`src/rtl/loader_pkg.sv`:
```
// Shared constants and FSM state type for the UART program loader.
// The CHK state exists only when PROG_LOADER_CHECKSUM_EN is defined.
package loader_pkg;

    localparam int         ADDR_W_DEF     = 11;
    localparam int         MEM_WORDS_DEF  = 2048;
    localparam int         BYTES_PER_WORD = 4;
    localparam logic [7:0] MAGIC          = 8'hA5;

    typedef enum logic [2:0] {
        IDLE   = 3'd0,
        LEN_HI = 3'd1,
        LEN_LO = 3'd2,
        DATA   = 3'd3,
`ifdef PROG_LOADER_CHECKSUM_EN
        CHK    = 3'd4,
`endif
        DONE   = 3'd5,
        ERR    = 3'd6
    } state_t;

endpackage

```
`src/rtl/loader_word_asm.sv`:
```
// Shifts received bytes MSB-first into a 32-bit word and counts bytes 0..3.
// word_done/word_next are combinational so the caller can register the write.
module loader_word_asm
    import loader_pkg::*;
(
    input  logic        CLK,
    input  logic        RST,
    input  logic        clear,
    input  logic        byte_en,
    input  logic [7:0]  byte_in,
    output logic        word_done,
    output logic [31:0] word_next
);

    logic [23:0] shift_q;
    logic [1:0]  cnt_q;

    assign word_next = {shift_q, byte_in};
    assign word_done = byte_en && (cnt_q == 2'(BYTES_PER_WORD - 1));

    // NOTE: sequential state uses non-blocking assignments so every register samples pre-edge values.
    always_ff @(posedge CLK or posedge RST) begin
        if (RST) begin
            shift_q <= '0;
            cnt_q   <= '0;
        end else if (clear) begin
            shift_q <= '0;
            cnt_q   <= '0;
        end else if (byte_en) begin
            shift_q <= {shift_q[15:0], byte_in};
            cnt_q   <= cnt_q + 2'd1;
        end
    end

endmodule

```
`src/rtl/prog_loader.sv`:
```
// UART program loader: parses A5/LEN/data frames and writes words to instruction RAM.
// Define PROG_LOADER_CHECKSUM_EN to require a trailing XOR checksum byte.
module prog_loader
    import loader_pkg::*;
#(
    parameter int ADDR_W    = ADDR_W_DEF,
    parameter int MEM_WORDS = MEM_WORDS_DEF
) (
    input  logic              CLK,
    input  logic              RST,
    input  logic              rx_valid,
    input  logic [7:0]        rx_data,
    output logic              rx_ready,
    output logic              mem_we,
    output logic [ADDR_W-1:0] mem_addr,
    output logic [31:0]       mem_wdata,
    output logic              cpu_hold,
    output logic              load_done,
    output logic              load_err
);

    state_t            state;
    logic [7:0]        len_hi_q;
    logic [ADDR_W-1:0] word_idx;
    logic [ADDR_W-1:0] last_idx;
`ifdef PROG_LOADER_CHECKSUM_EN
    logic [7:0]        chk;
`endif

    logic        xfer;
    logic        byte_en;
    logic        start;
    logic [15:0] len_w;
    logic        word_done;
    logic [31:0] word_next;

    assign xfer    = rx_valid && rx_ready;
    assign byte_en = xfer && (state == DATA);
    // Magic only restarts from a resting state; mid-frame it is ordinary data.
    assign start   = xfer && (rx_data == MAGIC) &&
                     (state == IDLE || state == DONE || state == ERR);
    assign len_w   = {len_hi_q, rx_data};

    loader_word_asm u_word_asm (
        .CLK       (CLK),
        .RST       (RST),
        .clear     (start),
        .byte_en   (byte_en),
        .byte_in   (rx_data),
        .word_done (word_done),
        .word_next (word_next)
    );

    always_ff @(posedge CLK or posedge RST) begin
        if (RST) begin
            state     <= IDLE;
            rx_ready  <= 1'b1;
            mem_we    <= 1'b0;
            mem_addr  <= '0;
            mem_wdata <= '0;
            cpu_hold  <= 1'b1;
            load_done <= 1'b0;
            load_err  <= 1'b0;
            len_hi_q  <= '0;
            word_idx  <= '0;
            last_idx  <= '0;
`ifdef PROG_LOADER_CHECKSUM_EN
            chk       <= '0;
`endif
        end else begin
            // The write cycle stalls the receiver, giving the FSM one cycle to advance the index.
            mem_we   <= word_done;
            rx_ready <= !word_done;
            if (word_done) begin
                mem_addr  <= word_idx;
                mem_wdata <= word_next;
            end

            case (state)
                IDLE, DONE, ERR: begin
                    if (start) begin
                        state     <= LEN_HI;
                        cpu_hold  <= 1'b1;
                        load_done <= 1'b0;
                        load_err  <= 1'b0;
                        word_idx  <= '0;
                    end
                end
                LEN_HI: begin
                    if (xfer) begin
                        len_hi_q <= rx_data;
                        state    <= LEN_LO;
`ifdef PROG_LOADER_CHECKSUM_EN
                        chk      <= rx_data;
`endif
                    end
                end
                LEN_LO: begin
                    if (xfer) begin
                        word_idx <= '0;
`ifdef PROG_LOADER_CHECKSUM_EN
                        chk      <= chk ^ rx_data;
`endif
                        if (len_w == 16'd0) begin
`ifdef PROG_LOADER_CHECKSUM_EN
                            state     <= CHK;
`else
                            state     <= DONE;
                            cpu_hold  <= 1'b0;
                            load_done <= 1'b1;
`endif
                        end else if ({16'd0, len_w} > 32'(MEM_WORDS)) begin
                            state    <= ERR;
                            load_err <= 1'b1;
                        end else begin
                            state    <= DATA;
                            last_idx <= ADDR_W'(len_w - 16'd1);
                        end
                    end
                end
                DATA: begin
`ifdef PROG_LOADER_CHECKSUM_EN
                    if (byte_en) chk <= chk ^ rx_data;
`endif
                    if (mem_we) begin
                        word_idx <= word_idx + ADDR_W'(1);
                        if (word_idx == last_idx) begin
`ifdef PROG_LOADER_CHECKSUM_EN
                            state     <= CHK;
`else
                            state     <= DONE;
                            cpu_hold  <= 1'b0;
                            load_done <= 1'b1;
`endif
                        end
                    end
                end
`ifdef PROG_LOADER_CHECKSUM_EN
                CHK: begin
                    if (xfer) begin
                        if (rx_data == chk) begin
                            state     <= DONE;
                            cpu_hold  <= 1'b0;
                            load_done <= 1'b1;
                        end else begin
                            state    <= ERR;
                            load_err <= 1'b1;
                        end
                    end
                end
`endif
                default: state <= IDLE;
            endcase
        end
    end

endmodule

```
`config.mk`:
```
export PLATFORM = sky130hd
export DESIGN_NAME = prog_loader
export DESIGN_NICKNAME = d
export VERILOG_FILES = /design/src/rtl/loader_pkg.sv /design/src/rtl/loader_word_asm.sv /design/src/rtl/prog_loader.sv
export SDC_FILE = /design/constraint.sdc
export NUM_CORES = 1
export LEC_CHECK = 0
export BUFFER_PORTS_ARGS = -buffer_cell sky130_fd_sc_hd__buf_4
export CORE_AREA = 2 2 107 89
export DETAILED_ROUTE_END_ITERATION = 10
export DIE_AREA = 0 0 109 91
export GPL_ROUTABILITY_DRIVEN = 0
export PLACE_DENSITY = 0.81
export SLEW_MARGIN = 5
export SYNTH_ARGS = -nofsm -noshare
export SYNTH_HDL_FRONTEND = slang
export SYNTH_SLANG_ARGS = --single-unit
```
`constraint.sdc`:
```
create_clock -name CLK -period 4.1 [get_ports CLK]
set_input_delay 0.205 -clock CLK [delete_from_list [all_inputs] [get_ports CLK]]
set_output_delay 0.205 -clock CLK [all_outputs]
set_load 0.03 [all_outputs]
```
-- Word level (Yosys, flattened, before mapping)
Cells that the tools add are included.
- register bits: 107
- input port bits: 11
- add/subtract/negate cells: 3
- magnitude comparators: 1
- eq/ne operators: 16
- multiplexer cells: 32
- bitwise gates (word level): 2
- reductions and logical operators: 20
- operators by type and width (operator ; number):
    $mux W24 ; 2
    $mux W11 ; 3
    $pmux W11 S3 ; 1
    $mux W3 ; 7
    $gt A16 B12 Y1 const B ; 1
    $logic_not A16 Y1 ; 1
    $ne A2 B2 Y1 const B ; 7
    $mux W1 ; 13
    $pmux W3 S4 ; 1
    $add A11 B1 Y11 const B ; 1
    $eq A11 B11 Y1 ; 1
    $sub A11 B1 Y11 const B ; 1
    $reduce_and A5 Y1 ; 2
    $eq A8 B8 Y1 const B ; 1
    $reduce_and A4 Y1 ; 2
    $eq A3 B2 Y1 const B ; 2
    $eq A3 B3 Y1 const B ; 2
    $pmux W1 S3 ; 2
    $reduce_and A6 Y1 ; 1
    $logic_and A1 B1 Y1 ; 5
    $mux W2 ; 2
    $reduce_bool A2 Y1 ; 2
    $eq A3 B1 Y1 const B ; 1
    $logic_not A3 Y1 ; 1
    10 further kinds ; 12

-- Depth between registers and ports, before layout
- depth after elaboration: 6
- depth in mapped cells: 8

-- Modules after synthesis
From an unflattened synthesis, not the netlist that was laid out.
- cells, all modules: 389
- area total of the unflattened synthesis: 4805.9 um^2
- by module, submodules not included (module ; times used ; cells an instance ; area each (um^2) ; seq. area each (um^2)):
    prog_loader ; 1 ; 294 ; 3647.2 ; 2029.4
    loader_word_asm ; 1 ; 95 ; 1158.6 ; 650.6

-- Worst setup path after synthesis
No wires, ideal clock.
- path type: register to register
- from: register rx_ready
- to: register len_hi_q[0]
- library setup time: 125 ps
- data arrival time: 1680 ps
- data required time: 3975 ps
- setup slack: 2295 ps
- stages on the path, launching flop included: 5
- buffers on the path: 1
- period minus slack after synthesis: 1805 ps
- cell sequence: dfstp_2 nand2_1 nor4_2 buf_2 mux2_2
- word-level cells in the longest chain between the ends: 2
- ends and longest elaborated chain (what ; RTL line ; source):
    from (decl) ; prog_loader.sv:13 ; output logic rx_ready,
    from (signal assigned) ; prog_loader.sv:73 ; rx_ready <= !word_done;
    $logic_and A1 B1 Y1 ; prog_loader.sv:37 ; assign xfer = rx_valid && rx_ready;
    $reduce_and A2 Y1 (no line) ; -- ;
    to (signal assigned) ; prog_loader.sv:91 ; len_hi_q <= rx_data;
    to (decl) ; prog_loader.sv:23 ; logic [7:0] len_hi_q;
Every way passes these cells.
A chain may end at the register's enable or synchronous reset.

-- Final worst setup path
- from: register rx_ready
- to: register load_done
- word-level cells in the longest chain between the ends: 5
- elaborated cells on any way between the ends: 6
- those cells by class: 2 x eq/ne; 4 x reduce/logical
- ends and longest elaborated chain (what ; RTL line ; source):
    $logic_and A1 B1 Y1 (*) ; prog_loader.sv:37 ;
    $logic_and A1 B1 Y1 (2 in a row) ; prog_loader.sv:40 ; assign start = xfer && (rx_data == MAGIC) &&
    $ne A2 B2 Y1 (no line) ; -- ;
    $reduce_and A6 Y1 (no line) (*) ; -- ;
    to (signal assigned) ; prog_loader.sv:62 ; load_done <= 1'b0;
    to (signal assigned) ; prog_loader.sv:84 ; load_done <= 1'b0;
    to (signal assigned) ; prog_loader.sv:110 ; load_done <= 1'b1;
    to (decl) ; prog_loader.sv:18 ; output logic load_done,
Mark *: on every way between the ends. The rest lies on a longest branch, timed or not.

==> key figures <==
Synth
  – Synth cell types: 49
  – Synth async-reset ratio: 100%
  – Post-Synth Adder-Cell Area: 1.00%
  – Synth Area in Compound Gates: 8.17%
  – Synthesized flop and latch total: 107
  – Synth Area in Simple Gates: 15.4%
  – Syn Std Cell Area: approximately 5000 um^2
  – Mux cell area share after synthesis: 14.1%
  – Post-synthesis area per instance: 11.5 um^2
  – XOR/XNOR share of the synthesized area: 4.02%
  – Primary FF master, synth: dfrtp_1
  – Largest family of logic cells by synthesized area: simple AND/OR/NAND/NOR gates
  – Yosys warns: 0
  – EDFF count, synth: 0
  – Register area share after synthesis: 53.5%
  – Mapped Nets: between 400 and 500
  – Post-Syn Instances: 435

GRT
  – First-pass GRT wire length: 16500 um
  – Global Route Usage Sum: 21.2%
  – Aggregate global routing overflow: 0
  – Number of global-route vias before repair: 3233
  – Initial antenna violation count: 0
  – Largest net degree at the start of global routing: 73

Clock tree
  – Clock buffer depth: 2
  – PostCTS Resize Cnt: 0
  – Clock sinks: 107
  – Num CTS Buffers: 9
  – Clock Latency Late Sink: 380 ps
  – CTS Hold Buffers Added: 0
  – Post-CTS Setup Repair Bufs: 0
  – Worst-path clk slew: 100 ps
  – Clock root cell: clkbuf_8
  – H-tree level count: 3
  – CTS tree: done

Worst setup path
  – CP startpoint kind: flip-flop
  – Worst-case reg-to-reg path depth: 5
  – FF-to-FF setup slack: around 1500 ps
  – CP arrival: 2850 ps
  – Required @ worst endpoint: 4370 ps
  – Crit path kind: reg2reg
  – Critical Path End Type: flip-flop
  – Crit path launch: rx_ready
  – Worst-path fanout max: 30
  – Worst R2R End: load_done
  – Crit Reg-Reg Startpoint: rx_ready

Layout
  – # fillers: 675
  – Ant. Diodes: 0
  – P&R area growth vs syn: 13.0%
  – Non-Filler Instances: approximately 600
  – Layout cells sized above 1: 28.1%
  – Final nets: 494

Timing
  – Endpoints failing hold: 0
  – FMAX: 389 MHz
  – Setup TNS: 0 ps
  – Final Setup Violations: 0
  – Min Tclk post-route: roughly 2600 ps
  – RSZ-0062 raised after global routing: false
  – Slew margin rel.: 16.5%
  – Hold Slack: 8.15 ps
  – Worst-Margin Slew: 1240 ps
  – Worst Slack Setup Final: 1530 ps
  – Max Transition Viols Final: 0
  – Skew final: ~13 ps
  – Fraction of the cycle the final worst path needs: 62.8%

Status
  – Status: completed

Die
  – Die width: ~110 um
  – Die Y: 91 um
  – Boundary Pins: 59
  – Die footprint: a little under 10000 um^2
  – Initial core utilization: 56.9%
  – FP Rows: 31
  – CORE AREA: 8800 um^2

Pwr
  – Leakage: 2.85 nW
  – Power Density: 754 nW/um^2
  – Peak VDD IR: 0.427 mV

Detailed routing
  – Drt initial violations: 208
  – Via-per-instance ratio: 5.65
  – Wire length per cell: 16.5 um
  – Routed WL: 9890 um
  – Drc violations: 0
  – Via Count: ~3.4k
  – Drt pass-1 iters: 5
  – Routed Antenna Nets: 0

Placed design
  – DP Worst Slack: 1600 ps
  – # port buffers: 58
  – Placed Instances: 583
  – Post-DP HPWL: 6690 um

Job
  – Max Cap Viol: 0

Hold path
  – Hold/Removal Path Class: in2async
[worst max-delay path, cell delays in order, from the launching register on]
cell     delay (ps)
dfstp_2         570
nand2_1         200
nor3_2          370
and2_1          880
nor2_1          180
a22o_1          260
[cells by family after synthesis]
kind of cell,count (synthesis)
AO/OA/AOI/OAI,74
XOR/XNOR,23
adder cells (fa/ha/maj),4
buffers and inverters,34
flip-flops,107
multiplexers,50
AND/OR/NAND/NOR,143
[metrics by stage]
stage | cell area, um^2 | utilization, % | power [mW]
2_1_floorplan | 5010 | - | 3.05
3_3_place_gp | 5440 | 61.7 | 3.48
4_1_cts | 5660 | 64.2 | 4.28
6_report | 5660 | 64.2 | 4.26
3_5_place_dp | 5440 | 61.7 | 3.56
5_1_grt | 5660 | 64.2 | 4.52
[cells in the mapped netlist, types with 2 or more instances]
cell type | number | area (um^2)
dfrtp_1 | 105 | 2630
nand2_1 | 79 | 297
mux2_4 | 38 | 571
a21oi_1 | 29 | 145
o21ai_1 | 20 | 100
nor2_1 | 16 | 60.1
xor2_1 | 15 | 131
buf_2 | 11 | 55.1
o21ai_0 | 9 | 45.0
inv_1 | 8 | 30.0
mux2_2 | 8 | 90.1
nand3_1 | 8 | 40.0
xnor2_1 | 8 | 70.1
nor3_1 | 7 | 35.0
a31oi_1 | 5 | 31.3
buf_4 | 5 | 37.5
and3_1 | 4 | 25.0
buf_6 | 4 | 45.0
clkbuf_1 | 4 | 15.0
ha_1 | 4 | 50.1
mux2_1 | 4 | 45.0
nand2b_1 | 3 | 18.8
nand4_1 | 3 | 18.8
nor4_1 | 3 | 18.8
o31ai_1 | 3 | 22.5
a22o_1 | 2 | 17.5
and2_1 | 2 | 12.5
buf_1 | 2 | 7.51
dfstp_2 | 2 | 52.6
nand2_4 | 2 | 22.5
nand3b_1 | 2 | 15.0
nor3_2 | 2 | 20.0
nor4_4 | 2 | 42.5
[flip-flops by register name, indices dropped and copies added, names as in the netlist, 2 cells and up]
register and cells:
word_idx 11, state 3, u_word_asm.cnt_q 2, len_hi_q 8, last_idx 11, mem_wdata 32, mem_addr 11, u_word_asm.shift_q 24
[layout make-up]
class / instances / area, um^2 / area share (%)
flip-flops and latches: 107 / 2680 / 47.4
multi-input cells: 294 / 2140 / 37.8
repair buffers: 59 / 443 / 7.83
well taps: 115 / 144 / 2.54
clock buffers: 10 / 128 / 2.26
clock inverters: 6 / 93.8 / 1.66
inverters: 8 / 32.5 / 0.575
[cells in the final DEF, fill, tap and decap left out, types with 9 or more instances in the layout]
cell type / n
nand2_1: 79
dfrtp_1: 105
mux2_4: 38
xor2_1: 15
clkbuf_8: 9
o21ai_0: 9
o21ai_1: 20
nor2_1: 16
a21oi_1: 29
buf_4: 59
[layer usage]
metal,vias up,wire length (um),GRT usage (%)
met2,118,4550,31.3
met4,0,115,5.45
met3,15,619,4.59
met1,1671,4610,32.0
met5,-,0,0
li1,1580,-,-
[worst max-delay path by stage]
stage / end / slack [ps] / depth (start not counted)
2_1_floorplan: last_idx[0] / 1080 / 1
3_3_place_gp: load_done / 1780 / 5
3_5_place_dp: load_done / 1600 / 5
4_1_cts: load_done / 1570 / 5
5_1_grt: load_done / 1420 / 5
6_report: load_done / 1530 / 5
[report_power, final]
part	total, mW	switching, mW	leakage, nW	internal, mW
Clock	0.721	0.370	0.108	0.351
Combinational	1.70	0.926	1.35	0.777
Sequential	1.84	0.373	1.40	1.47
Total	4.26	1.67	2.85	2.59
No activity file was read; power rests on OpenSTA's default activity.
